--- config.mk ---
export PLATFORM = sky130hd
export DESIGN_NAME = fifo_burst_reader
export DESIGN_NICKNAME = d
export VERILOG_FILES = /design/src/rtl/fifo_burst_reader.sv
export SDC_FILE = /design/constraint.sdc
export NUM_CORES = 1
export LEC_CHECK = 0
export CAP_MARGIN = 10
export CORE_MARGIN = 3
export CORE_UTILIZATION = 61
export CTS_BUF_LIST = sky130_fd_sc_hd__clkbuf_8
export DETAILED_ROUTE_END_ITERATION = 8
export DONT_BUFFER_PORTS = 1
export PLACE_DENSITY = 0.81
export SLEW_MARGIN = 5
export SYNTH_ARGS = -nofsm -noshare
export SYNTH_HDL_FRONTEND = slang
export SYNTH_SLANG_ARGS = --single-unit
--- constraint.sdc ---
create_clock -name i_clk -period 3.66 [get_ports i_clk]
set_input_delay 0.915 -clock i_clk [delete_from_list [all_inputs] [get_ports i_clk]]
set_output_delay 0.915 -clock i_clk [all_outputs]
set_load 0.05 [all_outputs]
--- src/rtl/fifo_burst_reader.sv ---
// fifo_burst_reader: issues read bursts from the 64x8 FIFO while it sits above its
// almost-empty mark and streams the captured words through a 2-entry skid buffer.
module fifo_burst_reader #(
  parameter int BURST_LEN = 16
) (
  input  logic        i_clk,
  input  logic        i_reset,
  input  logic        i_enable,
  input  logic        i_fifo_empty,
  input  logic        i_fifo_full,
  input  logic [7:0]  i_fifo_data,
  output logic        o_fifo_rd_en,
  output logic [7:0]  o_data_out,
  output logic        o_data_valid,
  input  logic        i_data_ready,
  output logic        o_busy,
  output logic        o_overflow_warn,
  output logic [15:0] o_word_count
);

  localparam logic [1:0] S_IDLE   = 2'd0;
  localparam logic [1:0] S_BURST  = 2'd1;
  localparam logic [1:0] S_SETTLE = 2'd2;
  localparam logic [4:0] BURST_LOAD = 5'(BURST_LEN);

  logic [1:0]  r_state;
  logic [4:0]  r_rd_left;
  logic        r_inflight;
  logic [1:0]  r_occ;
  logic [7:0]  r_buf0;
  logic [7:0]  r_buf1;
  logic        r_overflow_warn;
  logic [15:0] r_word_count;

  logic        w_pop;
  logic        w_rd_en;
  logic [2:0]  w_level;

  assign w_pop = (r_occ != 2'd0) & i_data_ready;

  // Read gate: a read may issue only if the buffer slot it will land in is free.
  always_comb begin
    w_level = {1'b0, r_occ} + {2'b00, r_inflight} - {2'b00, w_pop};
    if ((r_state == S_BURST) && (r_rd_left != 5'd0) && (w_level < 3'd2)) begin
      w_rd_en = 1'b1;
    end else begin
      w_rd_en = 1'b0;
    end
  end

  // Burst sequencer.
  always_ff @(posedge i_clk or posedge i_reset) begin
    if (i_reset) begin
      r_state   <= S_IDLE;
      r_rd_left <= 5'd0;
    end else begin
      case (r_state)
        S_IDLE: begin
          if (i_enable && !i_fifo_empty) begin
            r_state   <= S_BURST;
            r_rd_left <= BURST_LOAD;
          end
        end
        S_BURST: begin
          if (w_rd_en) begin
            r_rd_left <= r_rd_left - 5'd1;
            if (r_rd_left == 5'd1) begin
              r_state <= S_SETTLE;
            end
          end
        end
        S_SETTLE: r_state <= S_IDLE;
        default:  r_state <= S_IDLE;
      endcase
    end
  end

  // Skid buffer: r_buf0 is the head; capture of the in-flight SRAM word goes to the tail.
  always_ff @(posedge i_clk or posedge i_reset) begin
    if (i_reset) begin
      r_inflight <= 1'b0;
      r_occ      <= 2'd0;
      r_buf0     <= 8'h00;
      r_buf1     <= 8'h00;
    end else begin
      r_inflight <= w_rd_en;
      case ({r_inflight, w_pop})
        2'b10: begin
          if (r_occ == 2'd0) begin
            r_buf0 <= i_fifo_data;
          end else begin
            r_buf1 <= i_fifo_data;
          end
          r_occ <= r_occ + 2'd1;
        end
        2'b01: begin
          r_buf0 <= r_buf1;
          r_occ  <= r_occ - 2'd1;
        end
        2'b11: begin
          if (r_occ == 2'd1) begin
            r_buf0 <= i_fifo_data;
          end else begin
            r_buf0 <= r_buf1;
            r_buf1 <= i_fifo_data;
          end
        end
        default: ;
      endcase
    end
  end

  // Status: full-flag echo and delivered-word counter.
  always_ff @(posedge i_clk or posedge i_reset) begin
    if (i_reset) begin
      r_overflow_warn <= 1'b0;
      r_word_count    <= 16'h0000;
    end else begin
      r_overflow_warn <= i_fifo_full;
      if (w_pop) begin
        r_word_count <= r_word_count + 16'h0001;
      end
    end
  end

  assign o_fifo_rd_en    = w_rd_en;
  assign o_data_out      = r_buf0;
  assign o_data_valid    = (r_occ != 2'd0);
  assign o_busy          = (r_state != S_IDLE);
  assign o_overflow_warn = r_overflow_warn;
  assign o_word_count    = r_word_count;

endmodule

=== Word level (Yosys, flattened, before mapping) ===
Index checks and enable logic that the tools add are counted.

* Reduce and logical (&&, ||, !) cells: 17
* Add/subtract/negate cells: 6
* Shifts and indexed selects: 0
* Equality and inequality tests: 12
* Bitwise gates (word level): 1
* $mul: 0
* Magnitude comparators: 1
* Mux-type cells: 15
* Divide/modulo/power cells: 0

{| class="wikitable"
|+ Operators by type and width
! kind !! count
|-
| $mux W8 || 4
|-
| $pmux W8 S3 || 1
|-
| $add A16 B1 Y16 const B || 1
|-
| $pmux W8 S2 || 1
|-
| $mux W5 || 2
|-
| $ne A2 B2 Y1 const B || 5
|-
| $pmux W5 S2 || 1
|-
| $reduce_bool A2 Y1 || 5
|-
| $reduce_and A3 Y1 || 3
|-
| $pmux W2 S2 || 2
|-
| $eq A2 B1 Y1 const B || 3
|-
| $mux W2 || 3
|-
| $eq A5 B1 Y1 const B || 1
|-
| $reduce_bool A5 Y1 || 1
|-
| $sub A5 B1 Y5 const B || 1
|-
| $eq A2 B2 Y1 const B || 2
|-
| $logic_not A2 Y1 || 2
|-
| $add A2 B1 Y3 || 1
|-
| $logic_and A1 B1 Y1 || 3
|-
| $lt A3 B2 Y1 const B || 1
|-
| $reduce_bool A3 Y1 || 1
|-
| $sub A3 B1 Y3 || 1
|-
| $add A2 B1 Y2 const B || 1
|-
| $ne A2 B1 Y1 const B || 1
|-
| other kinds (5) || 5
|}

* Memories kept: 0
* RAM bits: 0
* Word-level logic and storage cells: 60
* Latch bits: 0
* Input bits: 14
* ROM bits: 0
* Output and inout bits: 28
* Flip-flop bits (word level): 43

=== Longest topological paths before layout ===
* Depth after elaboration: 8
* Mapped depth: 12
* Depth with buffers taken out: 11

=== Least setup slack after synthesis ===
Ideal clock, no wire load.

* Path type: input -> output
* From: input i_data_ready
* To: output o_fifo_rd_en
* Buffers on the path: 1
* Stages: 8
* Required time: 2.745 ns
* Arrival time: 2.982 ns
* Setup slack: -0.237 ns
* Cell sequence: nand2b_1 > buf_6 > nor2_1 > o21ai_0 > fa_1 > xnor2_2 > nand3_1 > a21oi_1

* Longest elaborated chain between the ends: 5

{| class="wikitable"
|+ Ends and longest elaborated chain
! what !! RTL line !! text
|-
| start: declaration || 15 || <nowiki>input logic i_data_ready,</nowiki>
|-
| $and A1 B1 Y1 || 39 || <nowiki>assign w_pop = (r_occ != 2'd0) & i_data_ready;</nowiki>
|-
| $sub A3 B1 Y3 || 43 || <nowiki>w_level = {1'b0, r_occ} + {2'b00, r_inflight} - {2'b00, w_pop};</nowiki>
|-
| $lt A3 B2 Y1 || 44 || <nowiki>if ((r_state == S_BURST) && (r_rd_left != 5'd0) && (w_level < 3'd2)) begin</nowiki>
|-
| $logic_and A1 B1 Y1 || 44 ||
|-
| $mux W1 || 44 ||
|-
| end: declaration || 12 || <nowiki>output logic o_fifo_rd_en,</nowiki>
|}

No other way between the ends.

=== Worst setup path in the final report ===
* From: register r_occ[1]
* To: output o_fifo_rd_en

* Longest elaborated chain between the ends: 6
* Elaborated cells on any way between the ends: 7
* Classes of those cells: 2 x add/sub; 1 x order compare; 1 x mux; 1 x bitwise; 2 x reduce/logical

{| class="wikitable"
|+ Ends and longest elaborated chain
! what !! RTL line !! text
|-
| start: declaration || 29 || <nowiki>logic [1:0] r_occ;</nowiki>
|-
| start signal: assignment || 94 || <nowiki>r_occ <= r_occ + 2'd1;</nowiki>
|-
| start signal: assignment || 98 || <nowiki>r_occ <= r_occ - 2'd1;</nowiki>
|-
| branches (longest 2 deep; another with $add A2 B1 Y3) || -- ||
|-
| $sub A3 B1 Y3 * || 43 ||
|-
| $lt A3 B2 Y1 * || 44 ||
|-
| $logic_and A1 B1 Y1 * || 44 ||
|-
| $mux W1 * || 44 ||
|}

Mark *: on every way between the ends.

==> summary.md <==
| Metric | Value |
|---|---|
| Outcome | `finished, final reports clean` |
| Die area | `4220 sq um` |
| First-pass GRT wire length | `6960 um` |
| Length of the first detailed-routing pass in iterations | `6` |
| Hold Crit Class | `flop to flop` |
| CP startpoint | `r_occ[1]$_DFFE_PP0P_` |
| Reg-to-reg startpoint | `r_occ[1]$_DFFE_PP0P_` |
| Setup Slack @ Placement | `219 ps` |
| Cts bufs inserted | `5` |
| CTS Root Cell | `clkbuf_8` |
| Power Total | `2.42 mW` |
| Worst path required time | `about 2700 ps` |
| Worst slew pin tran | `996 ps` |
| Synth cell types | `43` |
| CP Capture Type | `output port` |
| Hold buffers post-CTS | `0` |
| Global-route usage over all layers | `between 20 and 25%` |
| Clock latency on the worst-skew pair | `roughly 300 ps` |
| Ordered cell list for the critical path | `inv_1 > ha_4 > nand2b_2 > nor2_2 > o21ai_0 > fa_1 > xnor2_2 > nand3_1 > a21oi_2 > buf_6` |
| Startpoint Class | `flop` |
| Post-synth design cell area | `2120 sq um` |
| # DRC | `0` |
| Setup violators final | `0` |
| Layout cells sized above 1 | `21.6%` |
| WL per Instance | `around 17 um` |
| Fin crit share | `between 90% and 100%` |
| Yosys top cell by area | `dfrtp_1` |
| Antenna-violating nets left | `0` |
| Syn nets | `201` |
| Hold Path Depth | `1` |
| Gate power share | `about two fifths` |
| Congestion Overflow GR | `0` |
| Async SR Flop Fraction | `100%` |
| Cell family with most CP delay | `adder cells` |
| Detailed Route Iter0 Violations | `74` |
| Top-count cell post-synth | `dfrtp_1` |
| Clock buffer depth | `2` |
| Initial Utilization | `66.7%` |
| Warnings from Yosys | `0` |
| Pint | `1.31 mW` |
| Routability cong. | `0.807` |
| Power share of the sequential group | `a little under half` |
| Setup crit end | `o_fifo_rd_en` |
| #FFs+latches synth | `43` |
| H-tree depth | `2` |
| Number of flops mapped to enable cells by yosys | `0` |
| R2R depth | `11` |
| Final net count | `212` |
| Switch share | `45.7%` |
| Syn Area/Cell | `11.9 sq um` |
| Initial antenna violation count | `0` |
| Share of the yosys chip area belonging to registers | `50.7%` |
| PortBufs | `0` |
| Final Hold Viols | `0` |
| CP Class | `flop to output port` |
| Reg clk slew, reported paths | `80 ps` |
| Pwr Density | `around 1000 nW/um^2` |
| Vias in the first global route | `1454` |
| Worst IR Drop VDD | `0.000644 V` |
| Clock Power Share | `15.5%` |
| Synth top area cells | `dfrtp_1 51%, xnor2_1 5.4%, ha_1 4.7%` |
| Via Count | `1380` |
| Die height | `roughly 65 um` |
| Synth Instances | `178` |
| WP data arrival | `2570 ps` |
| # rows | `20` |
| Final wirelength | `approximately 4000 um` |
| Final min period | `3480 ps` |
| Commonest cells in the netlist | `43 x dfrtp_1, 14 x nand2_1, 13 x xnor2_1` |
| WP depth | `10` |
| Total net switching power | `~1.1 mW` |
| CP peak stage delay | `430 ps` |
| Core ar. | `3180 sq um` |
| Largest net degree at the start of global routing | `28` |
| Reported max-cap violation count | `0` |
| CTS sink count | `43` |
| Max_slew headroom | `33.6%` |
| Leakage | `1.02 nW` |
| Max Clock Skew | `7.58 ps` |
| R2R Setup Slk | `860 ps` |
| IO Pins | `between 40 and 50` |
| Worst Path Buf+Inv | `2` |
| Crit-path slowest cell | `fa_1` |
| Worst R2R End | `r_rd_left[3]$_DFFE_PP0P_` |
| Primary FF master, synth | `dfrtp_1` |
| Highest net fanout along the worst path | `7` |
| Die Span X | `roughly 65 um` |
| Slew Viols, Final | `0` |
| Maximum clock rate | `287 MHz` |
| Synth top area share | `50.7%` |
| CTS tree | `built` |
| Placed Cells | `between 200 and 250` |
| Syn-to-layout area delta | `10.7%` |
| Finished Layout Cells | `234` |
| Setup ws final | `179 ps` |
| Antenna Cells | `0` |
| Post-DP HPWL | `3100 um` |
| Vias/cell | `5.90` |
worst register-to-register path: cells and delay by family (launching register included):
kind            cells  cell delay [ps]
simple gates        4              970
fa+ha+maj           2              630
flops               1              420
compound gates      2              290
buf+inv             2              240
xor+xnor            1              190
state kept, by name (all words and copies together), names as in the netlist:
signal / count
o_word_count: 16
r_state: 2
r_occ: 2
r_rd_left: 5
o_overflow_warn: 1
o_data_out: 8
r_inflight: 1
r_buf1: 8
logic make-up (layout without fill, tap and decap cells):
logic type               Yosys count  in the layout  synth area share [%]
flip-flops                        43             43                  50.7
multiplexers                       8              8                  4.25
adder cells (fa/ha/maj)            9              9                  5.66
AO/OA/AOI/OAI                     24             24                  10.9
XOR/XNOR                          18             18                  7.79
buffers and inverters             11             23                  2.30
AND/OR/NAND/NOR                   65             65                  18.3
layout by cell type, fill, tap and decap left out, types with 2 or more instances in the layout:
cell type  synthesis  routed
nand4_1            2       2
clkbuf_8           0       6
a221o_1            8       8
dfrtp_1           43      41
buf_4              0       4
xor2_1             4       4
inv_1              9       9
a21oi_2            1       2
and3_1             2       2
and4_1             2       2
or2_2              2       2
ha_1               8       7
nor4_2             2       2
nand3_1           11      11
mux2_2             8       8
nor2_1             8       7
nand2_1           14      14
dfrtp_2            0       2
o21ai_0            4       4
xnor2_1           13      13
and2_1             8       8
nor2b_1            3       3
power by group through the flow:
stage	clock [mW]	combinational (mW)	sequential (mW)
after CTS	0.381	0.912	1.09
final	0.374	0.951	1.09
after detailed placement	0	0.907	1.10
after floorplan	0	0.731	1.05
after global routing	0.399	1.05	1.12
after global placement	0	0.850	1.08
how the worst min path moves through the flow:
stage / from / endpoint
2_1_floorplan: r_rd_left[1]$_DFFE_PP0P_ / r_rd_left[1]$_DFFE_PP0P_
3_3_place_gp: r_rd_left[1]$_DFFE_PP0P_ / r_rd_left[1]$_DFFE_PP0P_
3_5_place_dp: r_buf1[5]$_DFFE_PP0P_ / o_data_out[5]$_DFFE_PP0P_
4_1_cts: r_buf1[5]$_DFFE_PP0P_ / o_data_out[5]$_DFFE_PP0P_
5_1_grt: r_buf1[5]$_DFFE_PP0P_ / o_data_out[5]$_DFFE_PP0P_
6_report: r_buf1[5]$_DFFE_PP0P_ / o_data_out[5]$_DFFE_PP0P_
layer usage:
layer,vias up,share of wire [%],track usage (%)
met5,-,0,0
met4,0,1.4,8.18
met3,5,6.6,7.45
met2,32,50,36.4
met1,688,42,26.1
li1,655,-,-
area by class of cell:
class	count	area, sq um
timing repair buffer	5	41.3
fill	230	831
sequential	43	1080
clock buffer	6	82.6
inverter	10	37.5
clock inverter	2	35.0
tap	44	55.1
multi-input combinational	124	1020
what timing repair did:
action / in CTS / in global routing
pin swaps: 0 / 1
resized for setup: 3 / 4
setup endpoints to repair: 1 / 1
setup buffers: 0 / 1
metrics by stage:
step / hold WS (ps) / TNS (ps) / instance area [sq um] / utilization [%]
global route: 521 / -3.38 / 2350 / 73.9
global placement: 480 / 0 / 2200 / 69.2
detailed placement: 487 / 0 / 2200 / 69.2
floorplan: 464 / 0 / 2120 / -
CTS: 504 / 0 / 2320 / 73.1
finish: 502 / 0 / 2350 / 73.9
Power figures use the tool's default switching activity.
